<file path="config.mk">
export PLATFORM = sky130hd
export DESIGN_NAME = bitop_stream_acc
export DESIGN_NICKNAME = d
export VERILOG_FILES = /design/src/rtl/bitop_pkg.sv /design/src/rtl/bitop_alu.sv /design/src/rtl/bitop_stream_acc.sv
export SDC_FILE = /design/constraint.sdc
export NUM_CORES = 1
export LEC_CHECK = 0
export ABC_AREA = 1
export CAP_MARGIN = 20
export CORE_MARGIN = 8
export CORE_UTILIZATION = 50
export CTS_CLUSTER_SIZE = 14
export DETAILED_ROUTE_END_ITERATION = 10
export GPL_TIMING_DRIVEN = 0
export HOLD_SLACK_MARGIN = 0.12
export PLACE_DENSITY = 0.79
export REMOVE_ABC_BUFFERS = 1
export SYNTH_ARGS = -nofsm -noshare
export SYNTH_HDL_FRONTEND = slang
export SYNTH_HIERARCHICAL = 1
export SYNTH_SLANG_ARGS = --single-unit
</file>
<file path="constraint.sdc">
create_clock -name clk -period 3.21 [get_ports clk]
set_input_delay 0.8025 -clock clk [delete_from_list [all_inputs] [get_ports clk]]
set_output_delay 0.8025 -clock clk [all_outputs]
set_load 0.1 [all_outputs]
</file>
<file path="src/rtl/bitop_pkg.sv">
// bitop_pkg: shared opcode definitions for the streaming bitwise accumulator.
// The operator encoding is 3 bits wide. Codes 0..5 are defined operators.
// Codes 6 and 7 are reserved: the datapath treats them as PASS and flags them.
package bitop_pkg;

  typedef enum logic [2:0] {
    OP_AND  = 3'd0,
    OP_OR   = 3'd1,
    OP_XOR  = 3'd2,
    OP_XNOR = 3'd3,
    OP_NOT  = 3'd4,
    OP_PASS = 3'd5
  } op_e;

  localparam logic [2:0] OP_RSVD6 = 3'd6;
  localparam logic [2:0] OP_RSVD7 = 3'd7;

  // True for the two opcodes that have no defined operator.
  function automatic logic is_rsvd(input logic [2:0] op);
    return (op == OP_RSVD6) || (op == OP_RSVD7);
  endfunction

endpackage

</file>
<file path="src/rtl/bitop_alu.sv">
// bitop_alu: purely combinational per-beat operator.
// It computes y = f(op, a, b), where a is the running accumulator and b is the
// incoming word. The rsvd output flags an undefined opcode. For such an opcode
// y falls back to PASS (y = b), so a bad code still yields a defined result.
module bitop_alu
  import bitop_pkg::*;
#(
  parameter int WIDTH = 8
) (
  input  logic [2:0]       op,
  input  logic [WIDTH-1:0] a,
  input  logic [WIDTH-1:0] b,
  output logic [WIDTH-1:0] y,
  output logic             rsvd
);

  // Operator select; NOT ignores b, reserved codes behave as PASS.
  always_comb begin
    y = b;
    case (op)
      OP_AND:  y = a & b;
      OP_OR:   y = a | b;
      OP_XOR:  y = a ^ b;
      OP_XNOR: y = ~(a ^ b);
      OP_NOT:  y = ~a;
      OP_PASS: y = b;
      default: y = b;
    endcase
  end

  assign rsvd = is_rsvd(op);

endmodule

</file>
<file path="src/rtl/bitop_stream_acc.sv">
// bitop_stream_acc: folds a valid/ready burst of WIDTH-bit words into a single
// result using a per-beat bitwise operator. The result is returned together
// with a saturating beat count, an overflow flag and a reserved-opcode flag.
//
// Optional build macro: BITOP_REDUCE_EN
//   When it is defined, the out_all1/out_all0/out_par reduction flags are
//   computed and registered with the result.
//   When it is undefined, these ports are tied to 0 and no reduction logic
//   is built.
//
// Flow control: in_ready = !out_valid || out_ready. Every beat, last or not,
// stalls while a result sits unconsumed. This keeps the burst state
// trivially consistent with the single output register.
module bitop_stream_acc
  import bitop_pkg::*;
#(
  parameter int WIDTH     = 8,
  parameter int MAX_BEATS = 255,
  localparam int CNT_W    = $clog2(MAX_BEATS + 1)
) (
  input  logic             clk,
  input  logic             rst_n,
  input  logic             in_valid,
  output logic             in_ready,
  input  logic [WIDTH-1:0] in_data,
  input  logic [2:0]       in_op,
  input  logic             in_last,
  output logic             out_valid,
  input  logic             out_ready,
  output logic [WIDTH-1:0] out_data,
  output logic [CNT_W-1:0] out_count,
  output logic             out_ovf,
  output logic             out_err,
  output logic             out_all1,
  output logic             out_all0,
  output logic             out_par
);

  localparam logic ST_IDLE = 1'b0;
  localparam logic ST_ACC  = 1'b1;

  localparam logic [CNT_W-1:0] CNT_MAX = CNT_W'(MAX_BEATS);
  localparam logic [CNT_W-1:0] CNT_ONE = CNT_W'(1);

  // Open-burst state
  logic             state_reg;
  logic [WIDTH-1:0] acc_reg;
  logic [CNT_W-1:0] cnt_reg;
  logic             ovf_reg;
  logic             err_reg;

  // Post-update values for the beat being accepted this cycle
  logic [WIDTH-1:0] acc_next;
  logic [CNT_W-1:0] cnt_next;
  logic             ovf_next;
  logic             err_next;
  logic             cnt_at_max;

  // Output register
  logic             valid_reg;
  logic [WIDTH-1:0] data_reg;
  logic [CNT_W-1:0] count_reg;
  logic             ovf_out_reg;
  logic             err_out_reg;

  logic [WIDTH-1:0] alu_y;
  logic             alu_rsvd;
  logic             accept;
  logic             publish;

  assign in_ready = !valid_reg || out_ready;
  assign accept   = in_valid && in_ready;
  assign publish  = accept && in_last;

  bitop_alu #(
    .WIDTH (WIDTH)
  ) u_alu (
    .op   (in_op),
    .a    (acc_reg),
    .b    (in_data),
    .y    (alu_y),
    .rsvd (alu_rsvd)
  );

  assign cnt_at_max = (cnt_reg == CNT_MAX);

  // The first beat of a burst loads the word as-is. Later beats fold the word
  // through the ALU, count with saturation and accumulate the sticky flags.
  always_comb begin
    acc_next = alu_y;
    cnt_next = cnt_reg;
    ovf_next = ovf_reg;
    err_next = err_reg | alu_rsvd;
    if (state_reg == ST_IDLE) begin
      acc_next = in_data;
      cnt_next = CNT_ONE;
      ovf_next = 1'b0;
      err_next = alu_rsvd;
    end else begin
      cnt_next = cnt_at_max ? cnt_reg : (cnt_reg + CNT_ONE);
      ovf_next = ovf_reg | cnt_at_max;
    end
  end

  // Burst FSM and accumulator. A publishing beat clears the state so that
  // the next burst starts clean.
  always_ff @(posedge clk or negedge rst_n) begin
    if (!rst_n) begin
      state_reg <= ST_IDLE;
      acc_reg   <= '0;
      cnt_reg   <= '0;
      ovf_reg   <= 1'b0;
      err_reg   <= 1'b0;
    end else if (accept) begin
      if (in_last) begin
        state_reg <= ST_IDLE;
        acc_reg   <= '0;
        cnt_reg   <= '0;
        ovf_reg   <= 1'b0;
        err_reg   <= 1'b0;
      end else begin
        state_reg <= ST_ACC;
        acc_reg   <= acc_next;
        cnt_reg   <= cnt_next;
        ovf_reg   <= ovf_next;
        err_reg   <= err_next;
      end
    end
  end

  // Output register. It loads on publish and drops valid once the result is
  // taken with no replacement. It holds while the consumer stalls.
  always_ff @(posedge clk or negedge rst_n) begin
    if (!rst_n) begin
      valid_reg   <= 1'b0;
      data_reg    <= '0;
      count_reg   <= '0;
      ovf_out_reg <= 1'b0;
      err_out_reg <= 1'b0;
    end else if (publish) begin
      valid_reg   <= 1'b1;
      data_reg    <= acc_next;
      count_reg   <= cnt_next;
      ovf_out_reg <= ovf_next;
      err_out_reg <= err_next;
    end else if (out_ready) begin
      valid_reg   <= 1'b0;
    end
  end

  assign out_valid = valid_reg;
  assign out_data  = data_reg;
  assign out_count = count_reg;
  assign out_ovf   = ovf_out_reg;
  assign out_err   = err_out_reg;

`ifdef BITOP_REDUCE_EN
  logic all1_reg;
  logic all0_reg;
  logic par_reg;

  // The reduction flags are taken from the word being published, so they stay
  // aligned with out_data.
  always_ff @(posedge clk or negedge rst_n) begin
    if (!rst_n) begin
      all1_reg <= 1'b0;
      all0_reg <= 1'b0;
      par_reg  <= 1'b0;
    end else if (publish) begin
      all1_reg <= &acc_next;
      all0_reg <= ~|acc_next;
      par_reg  <= ^acc_next;
    end
  end

  assign out_all1 = all1_reg;
  assign out_all0 = all0_reg;
  assign out_par  = par_reg;
`else
  assign out_all1 = 1'b0;
  assign out_all0 = 1'b0;
  assign out_par  = 1'b0;
`endif

endmodule
</file>
==> metrics.md, run 1 <==
| Metric | Value |
|---|---|
| Critical path class | `input pin to primary output` |
| WP data required | `2.41 ns` |
| Die ar. | `7570 sq um` |
| Worst Skew | `0.00407 ns` |
| Vias | `approximately 2300` |
| Critical path arrival | `2.22 ns` |
| Overall routed net length | `slightly below 6 mm` |
| Maxcap violations | `0` |
| Setup violators final | `0` |
| Final hold vios | `0` |
| Setup TNS Final | `0 ns` |
| GPL Wtd Cong | `roughly 0.9` |
| Rows | `26` |
| Share of cells above drive strength 1 | `0.0563` |
| Number of synthesized flops with an enable pin | `0` |
| Crit-path slowest cell | `dlygate4sd2_1` |
| I/O pin cnt | `39` |
| Worst setup EP type | `primary output` |
| Yosys Warn Count | `6` |
| Pwr/cell area | `503 nW/um^2` |
| Fin nets | `roughly 400` |
| Max frequency | `between 0.3 and 0.4 GHz` |
| Fill cell count | `about 460` |
| Critical path peak fanout | `3` |
| Syn Area/Cell | `approximately 7.4 sq um` |
| #FFs+latches synth | `38` |
| Post-synth ARST share | `1.00` |
| Worst skew pair latency | `~0.29 ns` |
| Largest net degree at the start of global routing | `39` |
| Worst VDD drop | `~0.0005 V` |
| DR vias/cell | `~5` |
| Fin cells | `between 400 and 500` |
| Detailed-placement wirelength estimate | `just over 4 mm` |
| Initial antenna violation count | `0` |
| CTS Buf Count | `5` |
| ANT cells | `0` |
| Final ANT Viol Nets | `0` |
| RSZ-0062 raised after global routing | `no` |
| Fin crit share | `0.943` |
| Min-Delay Path Class | `flip-flop to flip-flop` |
| Post-synthesis instance area | `between 2000 and 3000 sq um` |
| Vias in the first global route | `approximately 2300` |
| Layout area overhead | `17.5%` |
| Port Buf Inserts | `35` |
| Netlist cell types | `24` |
| Top_reg_cell synth | `dfrtp_1` |
| Clock root buffer | `clkbuf_8` |
| Most frequent cells in the layout | `116 x nand2_1, 43 x inv_1, 38 x dfrtp_1` |
| Min Hold Slack | `between 0.4 and 0.5 ns` |
| H-tree Lvls | `2` |
| Pins Over Slew Limit | `0` |
| GRT Total Usage | `0.172` |
| Cells after DPL | `~440` |
| Clock Path Buffers | `2` |
| Slowest cell delay on critical path | `about 0.86 ns` |
| Fin crit period | `~3.0 ns` |
| Setup Fix Bufs, Post-CTS | `0` |
| Most common cell after layout, fill and taps aside | `nand2_1` |
| Initial drt markers | `117` |
| CP cell instances | `clkdlybuf4s50_1 > inv_1 > nand2_2 > dlygate4sd2_1` |
| Global-route wire length before repair | `about 11 mm` |
| Startpoint type of the worst setup path | `input pin` |
| Die height | `between 80 and 90 um` |
| CTS tree | `done` |
| Drt wl/cell | `roughly 13 um` |
| Die Wd | `between 80 and 90 um` |
| Core footprint | `4980 sq um` |
| Grt ovf | `0` |
| Status | `finished clean` |
| Initial core utilization | `0.506` |
| Measured slew at the worst slew-check pin | `roughly 1 ns` |
| Clock slew at reported path FFs | `approximately 0.070 ns` |
| Sink Count | `38` |
| Seq/Total Area, Yosys | `0.377` |
| Hold_buf cts | `0` |
| First-pass DRT Iterations | `4` |
| Leakage Power | `roughly 1.6 nW` |
| Max-slew headroom | `0.328` |
| Synth Instances | `between 300 and 400` |
| Drt drc | `0` |
==> synth_stat cells (2+ instances only) <==
| cell type | instances | area share |
|---|---|---|
| ha_1 | 17 | 0.084 |
| buf_6 | 2 | 0.0089 |
| nand3b_1 | 8 | 0.024 |
| o21ai_0 | 21 | 0.042 |
| mux2i_1 | 8 | 0.032 |
| nand2_1 | 116 | 0.17 |
| buf_2 | 5 | 0.0099 |
| a21oi_1 | 4 | 0.0079 |
| nand2_2 | 2 | 0.0050 |
| inv_1 | 43 | 0.064 |
| nor2_4 | 2 | 0.0089 |
| nand4_1 | 13 | 0.032 |
| buf_4 | 5 | 0.015 |
| dfrtp_1 | 38 | 0.38 |
| inv_2 | 2 | 0.0030 |
| nor2_1 | 12 | 0.018 |
| nand3_1 | 33 | 0.066 |
| nor2_2 | 4 | 0.0099 |
==> worst paths after layout <==
kind / from / end / slack (ns) / depth (start not counted)
min in group asynchronous: rst_n / out_count[4]$_DFFE_PN0P_ / 0.62 / 1
worst max-delay path: out_ready / in_ready / 0.18 / 4
worst max register to register: out_valid$_DFFE_PN0P_ / acc_reg[1]$_DFFE_PN0N_ / 1.36 / 5
worst min register to register: out_count[7]$_DFFE_PN0P_ / out_count[7]$_DFFE_PN0P_ / 0.48 / 2
worst min-delay path: out_count[7]$_DFFE_PN0P_ / out_count[7]$_DFFE_PN0P_ / 0.48 / 2
max in group asynchronous: rst_n / out_valid$_DFFE_PN0P_ / 2.07 / 1
==> per-stage QoR <==
| step | setup WS [ns] | cell area (sq um) | total power, W | utilization |
|---|---|---|---|---|
| floorplan | 0.665 | 2440 | 0.00100 | - |
| global placement | -0.0990 | 2880 | 0.00115 | 0.578 |
| detailed placement | -0.103 | 2870 | 0.00117 | 0.577 |
| CTS | 0.174 | 2960 | 0.00151 | 0.595 |
| global route | 0.134 | 2960 | 0.00158 | 0.595 |
| finish | 0.183 | 2960 | 0.00149 | 0.595 |
==> routing by layer <==
layer | routed length, um | vias up | global-route usage
met4 | 51 | 0 | 0.0501
met5 | 0 | - | 0
met1 | 2480 | 1082 | 0.187
met3 | 256 | 4 | 0.0387
met2 | 3040 | 37 | 0.321
li1 | - | 1143 | -
==> kinds of logic (layout without fill, tap and decap cells) <==
| family | Yosys count | in the layout | synth area share |
|---|---|---|---|
| and+or+nand+nor | 192 | 192 | 0.347 |
| buffers and inverters | 58 | 88 | 0.102 |
| DFF | 38 | 38 | 0.377 |
| AOI/OAI and AO/OA | 27 | 27 | 0.0561 |
| adders and majority gates | 17 | 17 | 0.0844 |
| muxes | 8 | 8 | 0.0318 |
| other | 1 | 3 | 0.00149 |
==> worst max-delay path, delay by kind of cell <==
family / cells / cell delay [ns]
buffers and inverters: 3 / 1.35
and+or+nand+nor: 1 / 0.07
==> power by group <==
group	total [W]	switching (W)	internal, W
registers	0.000583	0.0000501	0.000533
clock network	0.000335	0.000162	0.000173
logic	0.000572	0.000424	0.000148
total	0.00149	0.000636	0.000854
==> timing repair <==
action | 4_1_cts | 5_1_grt
setup endpoints to repair | 1 | 0
endpoints found under the hold margin | 0 | 0
gates resized for setup | 1 | 0
==> layout make-up <==
class                   count  area (sq um)  share of cell area
multi-input cells         247          1320               0.445
flip-flops and latches     38           951               0.321
repair buffers             35           344               0.116
inverters                  45           169              0.0570
well taps                  70          87.6              0.0296
clock buffers               7          86.3              0.0292
clock inverters             1          5.00             0.00169
Note: power is estimated with default switching activity, not from simulation.
==> inputs of run 2 (changes only) <==
- SLEW_MARGIN: unset -> 20
==> run 2 against run 1 <==
  * Non-clock buffer count is 1 higher
  * Core utilization increased by 0.25 points
  * Clock power shrank 9.9%
  * Flip-flop and latch count is the same
  * Cell count did not move
  * Highest routed layer unchanged
  * Register-to-register slack better by 0.04 ns
  * First-iteration DRC count fell by 7.7%
  * Critical endpoint unchanged
  * Via count increased by 0.71%
  * Setup slack barely moved
  * Sequential power is essentially flat
  * Power decreased by 2.1%
==> metrics.md, run 2 (synthesis gave the netlist of run 1 again) <==
| Metric | Value |
|---|---|
| Die Wd | `87.0 um (unchanged)` |
| WP data required | `2.41 ns (about the same)` |
| ANT cells | `0 (unchanged)` |
| Final ANT Viol Nets | `0 (unchanged)` |
| Fin crit share | `0.943 (about the same)` |
| Vias in the first global route | `2366 (was 2346)` |
| R2r endpoint | `acc_reg[1]$_DFFE_PN0N_ (unchanged)` |
| Vias | `2282 (was 2266)` |
| Int Power | `0.000834 W (was 0.000854 W)` |
| Share of cells above drive strength 1 | `0.0536 (was 0.0563)` |
| Area of the multi-input gates | `1320 sq um (unchanged)` |
| Max frequency | `0.330 GHz (about the same)` |
| Drt drc | `0 (unchanged)` |
| Fill cell count | `480 (was 464)` |
| Clock slew at reported path FFs | `0.07 ns (about the same)` |
| Final core utilization | `0.598 (was 0.595)` |
| Final hold vios | `0 (unchanged)` |
| Pins Over Slew Limit | `0 (unchanged)` |
| Initial drt markers | `108 (was 117)` |
| Min-Delay Path Class | `input pin to async pin (was flip-flop to flip-flop)` |
| Critical path arrival | `2.22 ns (about the same)` |
| Fin cells | `443 (unchanged)` |
| Rows | `26 (unchanged)` |
| Overall routed net length | `5.70 mm (was 5.83 mm)` |
| Worst R2R Start | `out_valid$_DFFE_PN0P_ (unchanged)` |
| Worst setup EP type | `primary output (unchanged)` |
| Sink Count | `38 (unchanged)` |
| I/O pin cnt | `39 (unchanged)` |
| Measured slew at the worst slew-check pin | `0.994 ns (was 1.00 ns)` |
| Global-route wire length before repair | `10.3 mm (was 10.5 mm)` |
| Core footprint | `4980 sq um (unchanged)` |
| Fin nets | `406 (was 405)` |
| Detailed-placement wirelength estimate | `4.27 mm (was 4.16 mm)` |
| Layout area overhead | `18.0% (was 17.5%)` |
| GPL Wtd Cong | `0.893 (unchanged)` |
| Combinational share of power | `0.394 (was 0.384)` |
| Critical path class | `input pin to primary output (unchanged)` |
| Most frequent cells in the layout | `116 x nand2_1, 43 x inv_1, 38 x dfrtp_1 (unchanged)` |
| CTS Buf Count | `5 (unchanged)` |
| Worst skew pair latency | `0.29 ns (about the same)` |
| Maxcap violations | `0 (unchanged)` |
| Flop pwr share | `0.400 (was 0.391)` |
| Grt ovf | `0 (unchanged)` |
| RSZ-0062 raised after global routing | `no (unchanged)` |
| CTS tree | `done (unchanged)` |
| Clock root buffer | `clkbuf_8 (unchanged)` |
| Status | `finished clean (unchanged)` |
| Hold_buf cts | `0 (unchanged)` |
| Largest net degree at the start of global routing | `30 (was 39)` |
| NetSw | `0.000624 W (was 0.000636 W)` |
| Fin crit period | `3.03 ns (about the same)` |
| Reg area | `951 sq um (unchanged)` |
| Die ar. | `7570 sq um (unchanged)` |
| Setup Fix Bufs, Post-CTS | `0 (unchanged)` |
| H-tree Lvls | `2 (unchanged)` |
| Most common cell after layout, fill and taps aside | `nand2_1 (unchanged)` |
| Die height | `87.0 um (unchanged)` |
| Setup violators final | `0 (unchanged)` |
| Worst VDD drop | `0.000424 V (was 0.000489 V)` |
| Worst Skew | `0.00782 ns (was 0.00407 ns)` |
| Startpoint type of the worst setup path | `input pin (unchanged)` |
| Port Buf Inserts | `35 (unchanged)` |
| Drt wl/cell | `12.9 um (was 13.2 um)` |
| Clock power frac | `0.207 (was 0.225)` |
| DR vias/cell | `5.15 (was 5.12)` |
| Cells after DPL | `436 (was 435)` |
| Critical path peak fanout | `3 (unchanged)` |
| GRT Total Usage | `0.168 (was 0.172)` |
| Internal reg-to-reg setup slack | `1.40 ns (was 1.36 ns)` |
| R2R cell count | `5 (unchanged)` |
| Initial antenna violation count | `0 (unchanged)` |
| Max-slew headroom | `0.335 (was 0.328)` |
| Initial core utilization | `0.506 (unchanged)` |
| Pwr/cell area | `490 nW/um^2 (was 503 nW/um^2)` |
| Clock Path Buffers | `2 (unchanged)` |
| First-pass DRT Iterations | `4 (unchanged)` |
| Sw Ratio | `0.428 (was 0.427)` |
| Leakage Power | `1.56 nW (about the same)` |
run 2: cell count changes in the layout (fill, tap and decap cells not counted), sizes merged:
cell	change
buf	+1
clkinv	-1
run 2: how the worst max path moves through the flow:
stage / slack [ns] / cells past startpoint / startpoint / to
detailed placement: -0.10 / 4 / out_ready / in_ready
global placement: -0.1 / 4 / out_ready / in_ready
CTS: 0.18 / 4 / out_ready / in_ready
floorplan: 0.67 / 5 / out_valid$_DFFE_PN0P_ / out_count[6]$_DFFE_PN0P_
finish: 0.18 / 4 / out_ready / in_ready
global route: 0.14 / 4 / out_ready / in_ready
run 2: layout make-up:
cell class	count	area share
multi-input combinational	247	0.443
sequential	38	0.320
tap	70	0.0294
timing repair buffer	36	0.125
inverter	45	0.0568
clock buffer	7	0.0257
run 2: through the flow:
stage               cell area (sq um)  hold slack (ns)  power (W)  setup WS (ns)  setup TNS (ns)
floorplan                        2440            0.449    0.00100          0.665               0
global placement                 2880            0.465    0.00115        -0.0990         -0.0990
detailed placement               2900            0.465    0.00117         -0.101          -0.101
CTS                              2970            0.471    0.00148          0.176               0
global route                     2970            0.489    0.00155          0.140               0
finish                           2970            0.468    0.00146          0.183               0
run 2: worst max-delay path: stages:
cell and delay [ns]:
clkdlybuf4s50_1 0.45, inv_1 0.04, nand2_2 0.07, dlygate4sd2_1 0.85
run 2: power by group through the flow:
stage / clock network (W) / logic (W) / registers (W)
floorplan: 0 / 0.000183 / 0.000821
global placement: 0 / 0.000566 / 0.000588
global route: 0.000338 / 0.000622 / 0.000591
detailed placement: 0 / 0.000580 / 0.000592
finish: 0.000302 / 0.000574 / 0.000583
CTS: 0.000315 / 0.000580 / 0.000583
run 2: timing repair:
item                                    CTS  global route
hold endpoints to repair                  0             0
endpoints found under the setup margin    1             0
gates resized for setup                   1             0
run 2: per-layer routing:
layer	wire length, um	track usage	up-vias
li1	-	-	1147
met1	2410	0.178	1085
met2	2960	0.319	44
met3	258	0.0377	6
met4	70	0.0548	0
met5	0	0	-
==> inputs of run 3 (changes only) <==
- CTS_CLUSTER_DIAMETER: unset -> 150
==> results of run 3 <==
Same layout as run 2: the final DEF is identical, and so are final timing and power.
